`src/rtl/image_stream_reader.sv`:
```
// Raster-order frame reader: walks IMG_W x IMG_H addresses from a base, absorbs the
// 1-cycle memory read latency and re-emits pixels as a valid/ready stream with sof/eol tags.
module image_stream_reader #(
    parameter int DATA_W = 16,
    parameter int ADDR_W = 16,
    parameter int IMG_W  = 64,
    parameter int IMG_H  = 64
) (
    input  logic              i_clk,
    input  logic              i_rst,
    input  logic              i_start,
    input  logic [ADDR_W-1:0] i_base_addr,
    output logic [ADDR_W-1:0] o_mem_address,
    input  logic [DATA_W-1:0] i_mem_data,
    output logic [DATA_W-1:0] o_out_data,
    output logic              o_out_valid,
    input  logic              i_out_ready,
    output logic              o_out_sof,
    output logic              o_out_eol,
    output logic              o_busy,
    output logic              o_done
);

    localparam int CW = (IMG_W > 1) ? $clog2(IMG_W) : 1;
    localparam int RW = (IMG_H > 1) ? $clog2(IMG_H) : 1;
    localparam logic [CW-1:0] COL_LAST = CW'(IMG_W - 1);
    localparam logic [RW-1:0] ROW_LAST = RW'(IMG_H - 1);

    typedef enum logic [1:0] {S_IDLE, S_RUN, S_DRAIN, S_DONE} state_t;
    state_t r_state, w_state_nxt;

    logic [ADDR_W-1:0] r_ptr;
    logic [CW-1:0]     r_col;
    logic [RW-1:0]     r_row;
    logic              r_inflight, r_if_sof, r_if_eol;

    // Two-entry FIFO; entry 0 is the head and drives the stream outputs directly.
    logic [DATA_W-1:0] r_d0, r_d1, w_d0_nxt, w_d1_nxt;
    logic              r_v0, r_v1, w_v0_nxt, w_v1_nxt;
    logic              r_sof0, r_sof1, w_sof0_nxt, w_sof1_nxt;
    logic              r_eol0, r_eol1, w_eol0_nxt, w_eol1_nxt;

    logic              w_pop, w_push, w_issue, w_accept;
    logic              w_cur_sof, w_cur_eol, w_last, w_credit_ok, w_final_hs;
    logic [1:0]        w_used;

    assign w_pop      = r_v0 & i_out_ready;
    assign w_push     = r_inflight;
    assign w_cur_eol  = (r_col == COL_LAST);
    assign w_cur_sof  = (r_col == '0) && (r_row == '0);
    assign w_last     = w_cur_eol && (r_row == ROW_LAST);
    assign w_used     = 2'(r_v0) + 2'(r_v1) + 2'(r_inflight);
    // Slots free after this cycle's pop must cover everything already owed to the FIFO.
    assign w_credit_ok = (w_used < (2'd2 + 2'(w_pop)));
    assign w_final_hs = w_pop && !r_v1 && !r_inflight;

    always_ff @(posedge i_clk or posedge i_rst) begin
        if (i_rst) r_state <= S_IDLE;
        else       r_state <= w_state_nxt;
    end

    always_comb begin
        w_state_nxt = r_state;
        w_issue     = 1'b0;
        w_accept    = 1'b0;
        case (r_state)
            S_IDLE: begin
                if (i_start) begin
                    w_accept    = 1'b1;
                    w_state_nxt = S_RUN;
                end
            end
            S_RUN: begin
                if (w_credit_ok) begin
                    w_issue = 1'b1;
                    if (w_last) w_state_nxt = S_DRAIN;
                end
            end
            S_DRAIN: begin
                if (w_final_hs) w_state_nxt = S_DONE;
            end
            S_DONE:  w_state_nxt = S_IDLE;
            default: w_state_nxt = S_IDLE;
        endcase
    end

    always_ff @(posedge i_clk or posedge i_rst) begin
        if (i_rst) begin
            r_ptr <= '0;
            r_col <= '0;
            r_row <= '0;
        end else if (w_accept) begin
            r_ptr <= i_base_addr;
            r_col <= '0;
            r_row <= '0;
        end else if (w_issue) begin
            r_ptr <= r_ptr + ADDR_W'(1);
            if (w_cur_eol) begin
                r_col <= '0;
                r_row <= r_row + RW'(1);
            end else begin
                r_col <= r_col + CW'(1);
            end
        end
    end

    // Tags travel with the read so they line up with mem_data one cycle later.
    always_ff @(posedge i_clk or posedge i_rst) begin
        if (i_rst) begin
            r_inflight <= 1'b0;
            r_if_sof   <= 1'b0;
            r_if_eol   <= 1'b0;
        end else begin
            r_inflight <= w_issue;
            r_if_sof   <= w_issue & w_cur_sof;
            r_if_eol   <= w_issue & w_cur_eol;
        end
    end

    always_comb begin
        w_d0_nxt   = r_d0;
        w_v0_nxt   = r_v0;
        w_sof0_nxt = r_sof0;
        w_eol0_nxt = r_eol0;
        w_d1_nxt   = r_d1;
        w_v1_nxt   = r_v1;
        w_sof1_nxt = r_sof1;
        w_eol1_nxt = r_eol1;
        if (w_pop) begin
            w_d0_nxt   = r_d1;
            w_v0_nxt   = r_v1;
            w_sof0_nxt = r_sof1;
            w_eol0_nxt = r_eol1;
            w_v1_nxt   = 1'b0;
        end
        if (w_push) begin
            if (!w_v0_nxt) begin
                w_d0_nxt   = i_mem_data;
                w_v0_nxt   = 1'b1;
                w_sof0_nxt = r_if_sof;
                w_eol0_nxt = r_if_eol;
            end else begin
                w_d1_nxt   = i_mem_data;
                w_v1_nxt   = 1'b1;
                w_sof1_nxt = r_if_sof;
                w_eol1_nxt = r_if_eol;
            end
        end
    end

    always_ff @(posedge i_clk or posedge i_rst) begin
        if (i_rst) begin
            r_d0   <= '0;
            r_v0   <= 1'b0;
            r_sof0 <= 1'b0;
            r_eol0 <= 1'b0;
            r_d1   <= '0;
            r_v1   <= 1'b0;
            r_sof1 <= 1'b0;
            r_eol1 <= 1'b0;
        end else begin
            r_d0   <= w_d0_nxt;
            r_v0   <= w_v0_nxt;
            r_sof0 <= w_sof0_nxt;
            r_eol0 <= w_eol0_nxt;
            r_d1   <= w_d1_nxt;
            r_v1   <= w_v1_nxt;
            r_sof1 <= w_sof1_nxt;
            r_eol1 <= w_eol1_nxt;
        end
    end

    assign o_mem_address = r_ptr;
    assign o_out_data    = r_d0;
    assign o_out_valid   = r_v0;
    assign o_out_sof     = r_sof0;
    assign o_out_eol     = r_eol0;
    assign o_busy        = (r_state == S_RUN) || (r_state == S_DRAIN);
    assign o_done        = (r_state == S_DONE);

endmodule

```
`config.mk`:
```
export PLATFORM = sky130hd
export DESIGN_NAME = image_stream_reader
export DESIGN_NICKNAME = d
export VERILOG_FILES = /design/src/rtl/image_stream_reader.sv
export SDC_FILE = /design/constraint.sdc
export NUM_CORES = 1
export LEC_CHECK = 0
export CAP_MARGIN = 5
export CORE_MARGIN = 4
export CORE_UTILIZATION = 45
export CTS_CLUSTER_SIZE = 30
export DETAILED_ROUTE_END_ITERATION = 12
export GPL_TIMING_DRIVEN = 0
export PLACE_DENSITY = 0.72
export SLEW_MARGIN = 15
export SYNTH_ARGS = -nofsm -noshare
export SYNTH_HDL_FRONTEND = slang
export SYNTH_SLANG_ARGS = --single-unit
```
`constraint.sdc`:
```
create_clock -name i_clk -period 3 [get_ports i_clk]
set_input_delay 0.3 -clock i_clk [delete_from_list [all_inputs] [get_ports i_clk]]
set_output_delay 0.3 -clock i_clk [all_outputs]
set_load 0.01 [all_outputs]
```
==> reports/results.ini <==
[outcome]
status = complete, no violations

[grt]
grt_usage = 0.191
grt_pass1_wl_um = 13600
grt_overflow = 0
grt_max_degree = 57
grt_pass1_vias = 2827
antenna_found_initial = 0

[yosys]
synth.area.top_cells = dfrtp_1, mux2_2, mux2i_1
synth_ff_type = dfrtp_1
synthDistinctLibCells = 45
async_flop_share = 1.00
synth_top_area_share = 0.505
synth_nets = 381
synth_edf_count = 0
ys_warn_count = 0
yosys.area.top_type = dfrtp_1
synth_area_per_cell_um2 = 10.5
synth-seq-cells = 71
syn_inst = 334
syn-cell-area_um2 = 3520
yosysSeqAreaShare = 0.505

[die]
num_rows = 31
start_util = 0.475
die_w_um = 96.4
die_area_um2 = 9300
design.core.area_um2 = 7410
fp.dieH_um = 96.4
pin_count = 73

[timing]
slew_headroom = 0.575
hold_viol_final = 0
setup_viol = 0
final_max_slew_viol_count = 0
worst_slew_pin_slew_ps = 636
fmax_mhz = 405
worst_slack_ps = 533
finalCritPeriodShare = 0.822
rsz0062_at_grt = no
min_period_ps = 2470
fin_skew_ps = 11.9
hold_ws_ps = 228

[placed_design]
place_hpwl_um = 5900
place.gp.congestion = 0.827
io_buffers = 72
dp_slack_ps = 534

[setup_path]
rr_startpoint = o_out_valid$_DFF_PP0_
critPathLaunchType = register
critPathKind = reg -> reg
r2r_setup_slack_ps = 530
rr_endpoint = r_col[3]$_DFFE_PP0P_
worst_r2r_path_depth = 6
cp.required_ps = 3210
crit_path_max_fanout = 7
cpPeakStageDelay_ps = 560
cp_cell_sequence = fa_1, and4b_1, nor2_1, clkinv_1, a41oi_1, a211oi_1
end_kind = register
cp_slowest_cell = fa_1
cp.arrival_ps = 2680

[route]
drc = 0
vias = 2870
via_per_inst = 5.50
drt_iter0_markers = 118
firstDrtPassIters = 4
postRouteAntennaNets = 0
wl_um = 8300
drt-wirelength-per-cell_um = 15.9

[run]
cap_violations = 0

[clocking]
clock-sinks = 71
worstSkewPairLatency_ps = 350
cts.reportedPaths.clkPinSlew_ps = 80
cts_made_buffers = 9
cts_hold_buf = 0
root_buffer = clkbuf_8
cts_tree = done
cts_setup_buffers = 0
htree_num_levels = 3
ctsResizeCount = 0
clockBufferDepth = 2

[final_layout]
mostFrequentLayoutCell = clkdlybuf4s50_1
diodes = 0
post-route-util = 0.623
area_growth_pct = 31.2
finalNetCount = 465
layout_common_cells = clkdlybuf4s50_1, dfrtp_1, nand2_1
layout-drive-gt1-share = 0.102

[pwr]
ir_worst_vdd_mv = 0.631
p_leak_nw = 1.96
power_density_nw_per_um2 = 887

[hold_path]
hold_path_class = in -> async

==> through the flow <==
step,power [W],TNS (ps),instance area [µm²],cells
2_1_floorplan,0.00258,0,3520,334
3_3_place_gp,0.00320,-22090,4360,505
3_5_place_dp,0.00326,0,4390,506
4_1_cts,0.00412,0,4620,522
5_1_grt,0.00438,0,4620,522
6_report,0.00409,0,4620,522
==> synthesized netlist by cell type (all sizes together), types with 5 or more instances <==
cell     n
dfrtp   71
nand2   38
o21ai   27
mux2i   20
nor2    20
mux2    19
nand3   14
a31oi   13
clkbuf  12
inv     11
ha      10
o31ai   10
or4     10
a21oi    8
nand4    5
==> cell families after synthesis <==
logic type,Yosys count,synth area share
multiplexers,39,0.118
adder cells (fa/ha/maj),11,0.0412
buffers and inverters,28,0.0320
XOR/XNOR,5,0.0124
flip-flops,71,0.505
AND/OR/NAND/NOR,106,0.153
AO/OA/AOI/OAI,74,0.139
==> worst max-delay path, delay by kind of cell (launching register included) <==
| kind | cells | cell delay [ps] |
|---|---|---|
| flip-flops | 1 | 420 |
| adder cells (fa/ha/maj) | 1 | 560 |
| buffers and inverters | 1 | 350 |
| AO/OA/AOI/OAI | 2 | 390 |
| AND/OR/NAND/NOR | 2 | 610 |
==> final cells by class <==
| type | count | area (µm²) |
|---|---|---|
| fillers | 601 | 2790 |
| flip-flops and latches | 71 | 1780 |
| multi-input cells | 235 | 1630 |
| repair buffers | 73 | 748 |
| clock buffers | 11 | 141 |
| well taps | 99 | 124 |
| clock inverters | 5 | 81.3 |
| plain buffers | 16 | 67.6 |
| inverters | 12 | 47.5 |
==> report_power, final <==
group,switching (W),leakage (nW),internal (W)
Clock,0.000364,0.110,0.000491
Combinational,0.000838,0.970,0.000819
Sequential,0.000275,0.882,0.00131
==> worst max-delay path by stage <==
stage	start	endpoint	slack, ps	cells past startpoint
finish	o_out_valid$_DFF_PP0_	r_col[3]$_DFFE_PP0P_	530	6
global route	o_out_valid$_DFF_PP0_	r_col[3]$_DFFE_PP0P_	370	6
CTS	o_out_valid$_DFF_PP0_	o_mem_address[10]$_DFFE_PP0P_	540	7
detailed placement	i_out_ready	r_d1[10]$_DFFE_PP0P_	530	5
global placement	i_rst	o_out_data[15]$_DFF_PP0_	-310	2
floorplan	o_out_valid$_DFF_PP0_	o_mem_address[15]$_DFFE_PP0P_	770	6
==> routing by layer <==
| layer | GRT usage | up-vias | part of all wire |
|---|---|---|---|
| li1 | - | 1386 | - |
| met1 | 0.261 | 1399 | 0.47 |
| met2 | 0.305 | 75 | 0.47 |
| met3 | 0.0302 | 10 | 0.042 |
| met4 | 0.0724 | 0 | 0.014 |
| met5 | 0 | - | 0 |
==> flip-flops by register name, summed over array words and instances (netlist names) <==
register	count
r_if_sof	1
o_out_eol	1
r_row	6
r_inflight	1
o_out_valid	1
r_col	6
o_out_data	16
r_eol1	1
o_mem_address	16
r_state	2
r_if_eol	1
r_v1	1
r_sof1	1
r_d1	16
o_out_sof	1
Power figures use the tool's default switching activity.
